--- src/rtl/loader_pkg.sv ---
// Shared types and constants for the boot-time program loader.
package loader_pkg;

    typedef enum logic [2:0] {
        CNT_LO,
        CNT_HI,
        DATA,
        WRITE,
        DONE,
        ERROR
    } loader_state_t;

    localparam int HDR_BYTES  = 2;
    localparam int WORD_BYTES = 4;

    function automatic logic [31:0] word_addr(input logic [31:0] base, input logic [15:0] idx);
        return base + 32'(idx) * 32'(WORD_BYTES);
    endfunction

endpackage

--- src/rtl/word_assembler.sv ---
// Packs a byte stream into little-endian words; the first byte ends up in word_o[7:0].
module word_assembler
    import loader_pkg::*;
(
    input  logic                    clk_i,
    input  logic                    reset_i,
    input  logic                    clear_i,
    input  logic                    push_i,
    input  logic [7:0]              byte_i,
    output logic [8*WORD_BYTES-1:0] word_o,
    output logic                    word_valid_o
);

    localparam int CW = $clog2(WORD_BYTES);

    logic [CW-1:0]             cnt_q, cnt_d;
    logic [8*WORD_BYTES-1:0]   sr_q, sr_d;

    // The completed word is presented combinationally alongside the last byte.
    assign word_o       = {byte_i, sr_q[8*WORD_BYTES-1:8]};
    assign word_valid_o = push_i && (cnt_q == CW'(WORD_BYTES - 1));

    always_comb begin
        cnt_d = cnt_q;
        sr_d  = sr_q;
        if (clear_i || word_valid_o) begin
            cnt_d = '0;
            sr_d  = '0;
        end else if (push_i) begin
            cnt_d = cnt_q + CW'(1);
            sr_d  = word_o;
        end
    end

    always_ff @(posedge clk_i or posedge reset_i) begin
        if (reset_i) begin
            cnt_q <= '0;
            sr_q  <= '0;
        end else begin
            cnt_q <= cnt_d;
            sr_q  <= sr_d;
        end
    end

endmodule

--- src/rtl/program_loader.sv ---
// Streams a length-prefixed image into BRAM over the native memory interface, holding the CPU until done.
//   state  | meaning
//   CNT_LO | waiting for low byte of word count
//   CNT_HI | waiting for high byte of word count
//   DATA   | assembling the next data word
//   WRITE  | memory request outstanding
//   DONE   | one-cycle completion, CPU released
//   ERROR  | oversized image, locked until reset
module program_loader
    import loader_pkg::*;
#(
    parameter logic [31:0] BASE_ADDR = 32'h0000_0000,
    parameter logic [15:0] MAX_WORDS = 16'd1024
) (
    input  logic        clk_i,
    input  logic        reset_i,
    input  logic        rx_valid_i,
    input  logic [7:0]  rx_data_i,
    output logic        rx_ready_o,
    output logic        mem_valid_o,
    output logic        mem_instr_o,
    input  logic        mem_ready_i,
    output logic [31:0] mem_addr_o,
    output logic [31:0] mem_wdata_o,
    output logic [3:0]  mem_wstrb_o,
    input  logic [31:0] mem_rdata_i,
    output logic        cpu_hold_o,
    output logic        load_done_o,
    output logic        load_error_o
);

    loader_state_t           state_q, state_d;
    logic [8*HDR_BYTES-1:0]  count_q, count_d;
    logic [15:0]             idx_q, idx_d;
    logic [31:0]             addr_q, addr_d;
    logic [31:0]             wdata_q, wdata_d;
    logic                    mem_valid_q, mem_valid_d;
    logic                    rx_ready_q, rx_ready_d;
    logic                    cpu_hold_q, cpu_hold_d;
    logic                    load_done_q, load_done_d;
    logic                    load_error_q, load_error_d;

    logic                    accept;
    logic                    asm_push;
    logic                    asm_clear;
    logic [31:0]             asm_word;
    logic                    asm_word_valid;
    logic [8*HDR_BYTES-1:0]  hdr_n;
    logic                    unused_rdata;

    assign accept       = rx_valid_i && rx_ready_q;
    assign asm_push     = accept && (state_q == DATA);
    assign hdr_n        = {rx_data_i, count_q[8*HDR_BYTES-1:8]};
    assign unused_rdata = ^mem_rdata_i;

    word_assembler u_asm (
        .clk_i        (clk_i),
        .reset_i      (reset_i),
        .clear_i      (asm_clear),
        .push_i       (asm_push),
        .byte_i       (rx_data_i),
        .word_o       (asm_word),
        .word_valid_o (asm_word_valid)
    );

    always_comb begin
        state_d      = state_q;
        count_d      = count_q;
        idx_d        = idx_q;
        addr_d       = addr_q;
        wdata_d      = wdata_q;
        mem_valid_d  = mem_valid_q;
        cpu_hold_d   = cpu_hold_q;
        load_done_d  = 1'b0;
        load_error_d = load_error_q;
        asm_clear    = 1'b0;

        case (state_q)
            CNT_LO: if (accept) begin
                count_d    = hdr_n;
                cpu_hold_d = 1'b1;
                state_d    = CNT_HI;
            end
            CNT_HI: if (accept) begin
                count_d   = hdr_n;
                asm_clear = 1'b1;
                if (hdr_n == '0) begin
                    state_d     = DONE;
                    load_done_d = 1'b1;
                    cpu_hold_d  = 1'b0;
                end else if (hdr_n > MAX_WORDS) begin
                    state_d      = ERROR;
                    load_error_d = 1'b1;
                end else begin
                    idx_d   = '0;
                    state_d = DATA;
                end
            end
            DATA: if (asm_word_valid) begin
                addr_d      = word_addr(BASE_ADDR, idx_q);
                wdata_d     = asm_word;
                mem_valid_d = 1'b1;
                state_d     = WRITE;
            end
            WRITE: if (mem_ready_i) begin
                mem_valid_d = 1'b0;
                idx_d       = idx_q + 16'd1;
                // 17-bit compare so a full-range index cannot wrap past the count
                if (({1'b0, idx_q} + 17'd1) < {1'b0, count_q}) begin
                    state_d = DATA;
                end else begin
                    state_d     = DONE;
                    load_done_d = 1'b1;
                    cpu_hold_d  = 1'b0;
                end
            end
            DONE:    state_d = CNT_LO;
            ERROR:   state_d = ERROR;
            default: state_d = CNT_LO;
        endcase

        rx_ready_d = (state_d == CNT_LO) || (state_d == CNT_HI) || (state_d == DATA);
    end

    always_ff @(posedge clk_i or posedge reset_i) begin
        if (reset_i) begin
            state_q      <= CNT_LO;
            count_q      <= '0;
            idx_q        <= '0;
            addr_q       <= '0;
            wdata_q      <= '0;
            mem_valid_q  <= 1'b0;
            rx_ready_q   <= 1'b1;
            cpu_hold_q   <= 1'b1;
            load_done_q  <= 1'b0;
            load_error_q <= 1'b0;
        end else begin
            state_q      <= state_d;
            count_q      <= count_d;
            idx_q        <= idx_d;
            addr_q       <= addr_d;
            wdata_q      <= wdata_d;
            mem_valid_q  <= mem_valid_d;
            rx_ready_q   <= rx_ready_d;
            cpu_hold_q   <= cpu_hold_d;
            load_done_q  <= load_done_d;
            load_error_q <= load_error_d;
        end
    end

    assign rx_ready_o   = rx_ready_q;
    assign mem_valid_o  = mem_valid_q;
    assign mem_instr_o  = 1'b0;
    assign mem_addr_o   = addr_q;
    assign mem_wdata_o  = wdata_q;
    assign mem_wstrb_o  = {4{mem_valid_q}};
    assign cpu_hold_o   = cpu_hold_q;
    assign load_done_o  = load_done_q;
    assign load_error_o = load_error_q;

endmodule

--- config.mk ---
export PLATFORM = sky130hd
export DESIGN_NAME = program_loader
export DESIGN_NICKNAME = d
export VERILOG_FILES = /design/src/rtl/loader_pkg.sv /design/src/rtl/word_assembler.sv /design/src/rtl/program_loader.sv
export SDC_FILE = /design/constraint.sdc
export NUM_CORES = 1
export LEC_CHECK = 0
export ABC_AREA = 1
export BUFFER_PORTS_ARGS = -buffer_cell sky130_fd_sc_hd__buf_2
export CAP_MARGIN = 20
export CORE_UTILIZATION = 35
export DETAILED_ROUTE_END_ITERATION = 7
export SLEW_MARGIN = 0
export SYNTH_ARGS = -nofsm -noshare
export SYNTH_HDL_FRONTEND = slang
export SYNTH_SLANG_ARGS = --single-unit
--- constraint.sdc ---
create_clock -name clk_i -period 9.1 [get_ports clk_i]
set_clock_uncertainty 0.2 [all_clocks]
set_input_delay 1.82 -clock clk_i [delete_from_list [all_inputs] [get_ports clk_i]]
set_output_delay 1.82 -clock clk_i [all_outputs]
set_load 0.02 [all_outputs]
## Yosys cells after proc, flatten, opt, wreduce, memory -nomap -nowiden

Cells that the tools add are included.

- Register bits after elaboration: 122
- Input bits: 44
- Output and inout bits: 74
- Logic and storage cells: 86

- $add $sub $neg: 3
- Magnitude comparators: 2
- Equality and inequality tests: 15
- Multiplexer cells: 33
- Bitwise logic cells: 1
- Reduce and logical (&&, ||, !) cells: 20

Operators by type and width:

| cell | count |
|---|---|
| $mux 16 | 4 |
| $mux 32 | 2 |
| $pmux 16 s2 | 1 |
| $mux 3 | 7 |
| $add 16x1->17 const B | 1 |
| $lt 17x16->1 | 1 |
| $add 16x1->16 const B | 1 |
| $gt 16x11->1 const B | 1 |
| $logic_not 16->1 | 1 |
| $pmux 3 s5 | 1 |
| $ne 2x2->1 const B | 7 |
| $mux 1 | 13 |
| $eq 3x2->1 const B | 3 |
| $eq 3x1->1 const B | 2 |
| $logic_not 3->1 | 2 |
| $reduce_and 6->1 | 1 |
| $reduce_bool 2->1 | 3 |
| $reduce_and 5->1 | 1 |
| $mux 2 | 2 |
| $pmux 1 s2 | 2 |
| $reduce_and 2->1 | 2 |
| $reduce_and 4->1 | 1 |
| $eq 3x3->1 const B | 1 |
| $logic_and 1x1->1 | 3 |
| 9 further kinds | 11 |

## Logic depth before layout (Yosys ltp)

Gate-level depths: netlist (run 1).

- Word-level depth: 8
- Gate-level depth with buffers: 21
- Depth with buffers taken out: 21

## By module

A second synthesis (run 1) with hierarchy kept.

- Cells, all modules: 671
- Area total of the unflattened synthesis: 5664.2 um^2

Modules (own cells, without submodules):

| module | instances | cells an instance | area each (um^2) | sequential area each (um^2) |
|---|---|---|---|---|
| program_loader | 1 | 543 | 4400.5 | 2204.6 |
| word_assembler | 1 | 128 | 1263.7 | 650.6 |

## Worst setup path after synthesis (run 1)

Ideal clock, no wire load.

- Path type: input to register
- From: input rx_data_i[4]
- To: register idx_q[10]
- Setup time: 0.121 ns
- Arrival: 2.736 ns
- Required time: 8.779 ns
- Setup slack: 6.042 ns
- Cell stages on the path: 11
- Buffers on the path: 1
- Cell sequence: nor2_1 -> nand2_1 -> nor2_1 -> nand2_1 -> nand2_1 -> inv_1 -> nor2_2 -> o21ai_4 -> buf_6 -> nand2_1 -> o21ai_2

- Word-level cells in the longest chain between the ends: 3
- Elaborated cells between the ends (all ways): 5

RTL lines:

| what | RTL line | text |
|---|---|---|
| start: declaration | program_loader.sv:18 | `input logic [7:0] rx_data_i,` |
| $gt 16x11->1 / $logic_not 16->1 (equally long branches) | program_loader.sv:91, program_loader.sv:87 |  |
| $ne 2x2->1 (no line) | - |  |
| $reduce_and 5->1 (no line) * | - |  |
| end signal: assignment | program_loader.sv:140 | `idx_q <= idx_d;` |
| end: declaration | program_loader.sv:34 | `logic [15:0] idx_q, idx_d;` |

Every way passes the cells marked *; elsewhere a longest branch is shown, timed or not.
A chain may end at the register's enable or synchronous reset.

## Worst setup path after layout (run 1)

- From: input rx_valid_i
- To: register wdata_q[26] (netlist: mem_wdata_o[26])

- Word-level cells in the longest chain between the ends: 4

RTL lines:

| what | RTL line | text |
|---|---|---|
| start: declaration | program_loader.sv:17 | `input logic rx_valid_i,` |
| $logic_and 1x1->1 | program_loader.sv:51 | `assign accept = rx_valid_i && rx_ready_q;` |
| $logic_and 1x1->1 | program_loader.sv:52 | `assign asm_push = accept && (state_q == DATA);` |
| $logic_and 1x1->1 | word_assembler.sv:21 | `assign word_valid_o = push_i && (cnt_q == CW'(WORD_BYTES - 1));` |
| $reduce_and 2->1 (no line) | - |  |
| end signal: assignment | program_loader.sv:142 | `wdata_q <= wdata_d;` |
| end: declaration | program_loader.sv:36 | `logic [31:0] wdata_q, wdata_d;` |

No other way between the ends.

==> results.toml, run 1 <==
[outcome]
status = "finished with violations"
failed_checks = "design-rule violations"

[pwr]
cellLeakagePower_nw = 3.30
totalPowerFinal_mw = 1.70
p_sw_mw = 0.536
worst_ir_drop_vdd_mv = 0.150
power_frac_clock_pct = 39.9
power.internal_mw = 1.17
sw_frac_of_total_pct = 31.5
seq_power_share_pct = 37.5
pwr-share-comb_pct = 22.6
pwr_density_cell_nw_per_um2 = 269

[critical_path]
worstSetupStartpointType = "input pin"
crit_slowest_cell = "sky130_fd_sc_hd__buf_4"
cpPeakStageDelay_ns = 0.48
regToRegStartpoint = "idx_q[0]"
cp.arrival_ns = 3.35
path_max_fanout = 64
cp.required_ns = 9.17
path_class = "in -> reg"
critical_path.most_common_cell = "sky130_fd_sc_hd__nand2_1"
regToRegEndpoint = "rx_ready_o"
cpLargestDelayFamily = "buffers and inverters"
critical_path.cell_chain = "buf_2 > nand2_1 > inv_1 > nand3_2 > buf_4 > nand2_1 > o21ai_0"
ff2ff_setup_slack_ns = 6.05
crit_path_end_kind = "register"
worstRegToRegCells = 18
worstPathBufferInverterCount = 3

[cts]
cts_buffers = 17
max-clock-path-buffers = 2
worstSkewPairLatency_ns = 0.42
htree_num_levels = 4
cts_root_buf = "sky130_fd_sc_hd__clkbuf_16"
tritoncts = "built"
cts_hold_buf = 0
cts-resized-gates = 0
clk_transition_reported_paths_ns = 0.05
numClockSinks = 114
cts.repair_timing.setup_buffer_count = 0

[run]
maxCapViolCount = 0

[timing]
timing.final.setup_violations = 0
worst_slew_margin_relative_to_its_limit_pct = 40.0
timing.final.hold_violations = 0
fin_tns_setup_ns = 0
timing.fmax_mhz = 304
layout_min_cycle_time_ns = 3.29
maxSlewViolCount = 0
tightest_slew_ns = 0.901
post-route-period-util_pct = 36.1
rsz0062_at_grt = "no"

[yosys]
post_synthesis_area_per_instance_um2 = 8.73
seq_area_frac_synth_pct = 53.8
synthCells = 608
most_used_standard_cells_in_the_synthesized_netlist = "sky130_fd_sc_hd__nand2_1 (161), sky130_fd_sc_hd__dfrtp_1 (112), sky130_fd_sc_hd__inv_1 (89)"
ys_async_sr_fraction_pct = 100
synth_area_um2 = 5310
yosys-top-cells-area = "sky130_fd_sc_hd__dfrtp_1 (53%), sky130_fd_sc_hd__nand2_1 (11%), sky130_fd_sc_hd__o21ai_0 (6.4%), sky130_fd_sc_hd__inv_1 (6.3%), sky130_fd_sc_hd__ha_1 (4.0%)"
synth_edf_count = 0
dominantRegCellSynth = "sky130_fd_sc_hd__dfrtp_1"
synth.lib_cells_used.distinct = 32
synth_top_area_share_pct = 52.8
synth.ff_latch_count = 114
synth.most_common_cell = "sky130_fd_sc_hd__nand2_1"
synth_warnings = 0
post-synth-top-area-cell = "sky130_fd_sc_hd__dfrtp_1"

[cells_and_area]
fin_cells = 871
finalNetCount = 735
final-seq-area_um2 = 2860
area_delta_synth_final_pct = 19.2
drive_gt1_share_pct = 17.6
final.fill_count = 1409
multi_input_area_um2 = 1920
diodes_inserted = 0

[floorplan]
die_area_um2 = 15700
die_height_um = 125
num_rows = 44
initial_utilization_pct = 36.2
design.portCount = 118
design.core.area_um2 = 14600
floorplan.die.width_um = 125

[worst_hold_path]
hold-path-cell-count = 2
holdCritPathClass = "reg -> reg"
min-delay-start = "mem_addr_o[4]"
hold_path_end = "mem_addr_o[4]"

[routing]
drt_wl_total_um = 11600
initialDrtViolationCount = 233
vias = 4032
detailed_route_wire_length_per_cell_um = 13.3
vias_per_cell = 4.63
dr.pass1.iters = 8
antenna_violating_nets_post_route = 0
drc_errors = 4

[global_route]
grt_start_max_net_pins = 71
initial_antenna_violation_count = 0
gr-usage-all-layers_pct = 16.1
overflow = 0
grt_pass1_wl_um = 19800
via_count_of_the_first_global_routing_pass = 3970

[placement]
portBuffers = 68
dp_hpwl_um = 8330
placed_cells = 838
gpl.final_weighted_congestion = 0.793
-- per-stage QoR --
step	hold slack, ns	cell area (um2)	util [%]	worst slack, ns
detailed placement	0.267	5710	39.0	4.76
global route	0.288	6320	43.2	5.62
floorplan	0.255	5370	-	4.07
global placement	0.263	5710	39.0	4.79
finish	0.274	6320	43.2	5.81
CTS	0.282	6310	43.1	5.18
-- registers in the layout (all words and copies together), names as in the netlist --
name / count
mem_wdata_o: 32
mem_addr_o: 16
rx_ready_o: 1
u_asm.cnt_q: 2
load_error_o: 1
cpu_hold_o: 1
load_done_o: 1
idx_q: 16
state_q: 3
mem_valid_o: 1
u_asm.sr_q: 24
count_q: 16
-- worst max path at each step --
stage	start	to	slack, ns	cells after the start
floorplan	reset_i	count_q[0]	4.07	1
global placement	rx_valid_i	u_asm.sr_q[8]	4.79	6
detailed placement	rx_valid_i	u_asm.sr_q[9]	4.76	6
CTS	rx_valid_i	u_asm.sr_q[9]	5.18	6
global route	rx_valid_i	mem_wdata_o[26]	5.62	7
finish	rx_valid_i	mem_wdata_o[26]	5.81	7
-- final cells by class --
cell class,count,share of cell area (%)
clock buffers,21,6.96
multi-input cells,379,30.4
flip-flops and latches,114,45.1
inverters,91,5.44
clock inverters,11,2.55
well taps,184,3.64
repair buffers,71,5.86
-- cell usage in the layout, fill, tap and decap left out, drive strengths merged --
master	instances
inv	91
dfrtp	112
nand2	161
xnor2	1
o21ai	78
clkinvlp	1
ha	17
a21oi	8
nor3	3
a32o	1
and3	1
o31ai	1
dfstp	2
a21o	1
o22ai	24
nor3b	1
bufinv	4
nand4	3
clkbuf	21
xor2	8
conb	17
nor2	39
clkinv	6
nand3	15
buf	71
-- routing by layer --
metal  up-vias  GRT usage (%)  wire length, um
li1       2024              -                -
met1      1914           20.6             5430
met2        77           26.1             5610
met3        17           4.54              420
met4         0           5.95              160
met5         -              0                0
-- kinds of logic (layout without fill, tap and decap cells) --
kind of cell	Yosys count	after routing	share of synthesized area, %
adder cells (fa/ha/maj)	17	17	4.01
other	1	17	0.0707
XOR/XNOR	9	9	1.49
AND/OR/NAND/NOR	223	223	17.5
flip-flops	114	114	53.8
buffers and inverters	131	194	11.2
AO/OA/AOI/OAI	113	113	12.0
-- power by group through the flow --
stage                     Sequential, mW  Clock, mW  Combinational [mW]
after floorplan                    0.634          0               0.298
after global routing               0.650      0.720               0.453
after CTS                          0.637      0.693               0.387
final                              0.639      0.679               0.384
after global placement             0.644          0               0.366
after detailed placement           0.644          0               0.384
-- worst reg2reg max path, delay by kind of cell, from the launching register on --
kind / cells / cell delay [ns]
adder cells (fa/ha/maj): 2 / 0.53
XOR/XNOR: 1 / 0.19
flip-flops: 1 / 0.49
AO/OA/AOI/OAI: 1 / 0.12
AND/OR/NAND/NOR: 13 / 1.37
buffers and inverters: 1 / 0.07
Note: power is estimated with default switching activity, not from simulation.
==> run 2, diff against run 1 <==
Clock period 9.1 ns to 2.85 ns, I/O delays scaled along.
==> results.toml, run 2 (synthesis gave the netlist of run 1 again) <==
[cts]
tritoncts = "built"
htree_num_levels = 4
numClockSinks = 114
max-clock-path-buffers = 2
worstSkewPairLatency_ns = 0.41
clk_transition_reported_paths_ns = 0.05
cts_hold_buf = 0
cts_root_buf = "sky130_fd_sc_hd__clkbuf_16"
cts_buffers = 17

[cells_and_area]
finish.utilization_pct = 44.7
finalNetCount = 757
area_delta_synth_final_pct = 23.3
fin_cells = 892
final_cell_mix = "sky130_fd_sc_hd__nand2_1 (154), sky130_fd_sc_hd__dfrtp_1 (112), sky130_fd_sc_hd__inv_1 (88)"
largest_register_ff_count = 32
diodes_inserted = 0
final_design_area_no_fill_um2 = 6540
drive_gt1_share_pct = 23.0
final_common_cell = "sky130_fd_sc_hd__nand2_1"
final.fill_count = 1448

[routing]
highest_layer = "met4"
drt_wl_total_um = 12200
wl_met2_um = 6220
route.met3.wl_um = 443
detailed_route_wire_length_per_cell_um = 13.7
vias_per_cell = 4.68
wl_met1_um = 5440
vias = 4174
dr.pass1.iters = 6
initialDrtViolationCount = 282
antenna_violating_nets_post_route = 0
drc_errors = 14

[timing]
layout_min_cycle_time_ns = 2.81
timing.final.setup_violations = 0
rsz0062_at_grt = "yes"
final_critical_path_setup_slack_ns = 0.0420
timing.final.hold_violations = 0
tightest_slew_ns = 0.765
post-route-period-util_pct = 98.5
worst_slew_margin_relative_to_its_limit_pct = 48.9
maxSlewViolCount = 0
timing.fmax_mhz = 356

[critical_path]
worstRegToRegCells = 18
worstSetupStartpointType = "register"
regToRegStartpoint = "idx_q[0]"
regToRegEndpoint = "rx_ready_o"
cp.required_ns = 2.99
cp.arrival_ns = 2.95
path_class = "reg -> reg"
crit_path_end_kind = "register"
path_max_fanout = 4
ff2ff_setup_slack_ns = 0.04

[global_route]
overflow = 0
initial_antenna_violation_count = 0
grt_start_max_net_pins = 65
gr-usage-all-layers_pct = 16.2
via_count_of_the_first_global_routing_pass = 4142
grt_pass1_wl_um = 20000

[pwr]
cellLeakagePower_nw = 3.40
totalPowerFinal_mw = 5.43
pwr_density_cell_nw_per_um2 = 830
worst_ir_drop_vdd_mv = 0.469

[placement]
pre_cts_slack_ns = -0.0159
gpl.final_weighted_congestion = 0.842
dpl-instance-area_um2 = 5830
portBuffers = 68
placed_cells = 851
dp_hpwl_um = 8750

[outcome]
status = "finished with violations"
failed_checks = "design-rule violations"

[floorplan]
design.core.area_um2 = 14600
die_area_um2 = 15700
initial_utilization_pct = 36.2
num_rows = 44
die_height_um = 125
design.portCount = 118
floorplan.die.width_um = 125

[run]
maxCapViolCount = 0

[worst_hold_path]
holdCritPathClass = "in -> async"
run 2: critical path: stages (launching register included):
cell and delay, ns:
sky130_fd_sc_hd__dfrtp_1 0.38, sky130_fd_sc_hd__ha_2 0.21, sky130_fd_sc_hd__nand2_2 0.08, sky130_fd_sc_hd__nor2_4 0.10, sky130_fd_sc_hd__nand3_2 0.11, sky130_fd_sc_hd__nor3_4 0.21
sky130_fd_sc_hd__nand2_1 0.10, sky130_fd_sc_hd__xor2_1 0.19, sky130_fd_sc_hd__inv_1 0.06, sky130_fd_sc_hd__ha_1 0.28, sky130_fd_sc_hd__nand2_1 0.06, sky130_fd_sc_hd__nand2_1 0.05
sky130_fd_sc_hd__a21oi_1 0.13, sky130_fd_sc_hd__nand2_1 0.08, sky130_fd_sc_hd__nor2_2 0.13, sky130_fd_sc_hd__nand2_2 0.09, sky130_fd_sc_hd__nand2_4 0.08, sky130_fd_sc_hd__nand3_4 0.07
sky130_fd_sc_hd__nor2_2 0.13
run 2: metrics by stage:
stage          TNS, ns  hold WS (ns)
2_1_floorplan        0         0.255
6_report             0        0.0956
3_3_place_gp         0         0.259
4_1_cts              0         0.110
3_5_place_dp   -0.0159         0.268
5_1_grt         -0.569         0.151
run 2: where the power goes:
part           leakage [nW]  switching [mW]  internal [mW]
Clock                 0.261           0.757           1.19
Combinational          1.60           0.913          0.539
Sequential             1.53           0.180           1.85
run 2: cell type report:
class | instances | area [um2] | share of cell area [%]
Clock inverter | 13 | 116 | 1.78
Tap cell | 184 | 230 | 3.52
Timing Repair Buffer | 93 | 557 | 8.51
Clock buffer | 18 | 429 | 6.56
Inverter | 91 | 345 | 5.28
Multi-Input combinational cell | 379 | 2010 | 30.7
Sequential cell | 114 | 2860 | 43.6
run 2: worst max-delay path by stage:
stage | startpoint | to | slack [ns] | cells after the start
2_1_floorplan | idx_q[0] | rx_ready_o | 0.29 | 17
3_3_place_gp | idx_q[1] | rx_ready_o | 0.10 | 18
3_5_place_dp | idx_q[1] | rx_ready_o | -0.02 | 20
4_1_cts | idx_q[0] | rx_ready_o | 0.002 | 18
5_1_grt | idx_q[0] | rx_ready_o | -0.18 | 21
6_report | idx_q[0] | rx_ready_o | 0.04 | 18
run 2: what timing repair did:
item                                    CTS  global route
pin swaps                                 6            10
endpoints found under the hold margin     0             0
gates cloned                              0             0
setup buffers                             6             4
endpoints found under the setup margin    3             5
gates resized for setup                   5            18
run 2: metal layers:
metal  vias to the layer above  track usage, %
met5                         -               0
met4                         0            4.52
met3                        10            5.05
met2                        77            27.9
met1                      2017            19.6
li1                       2070               -
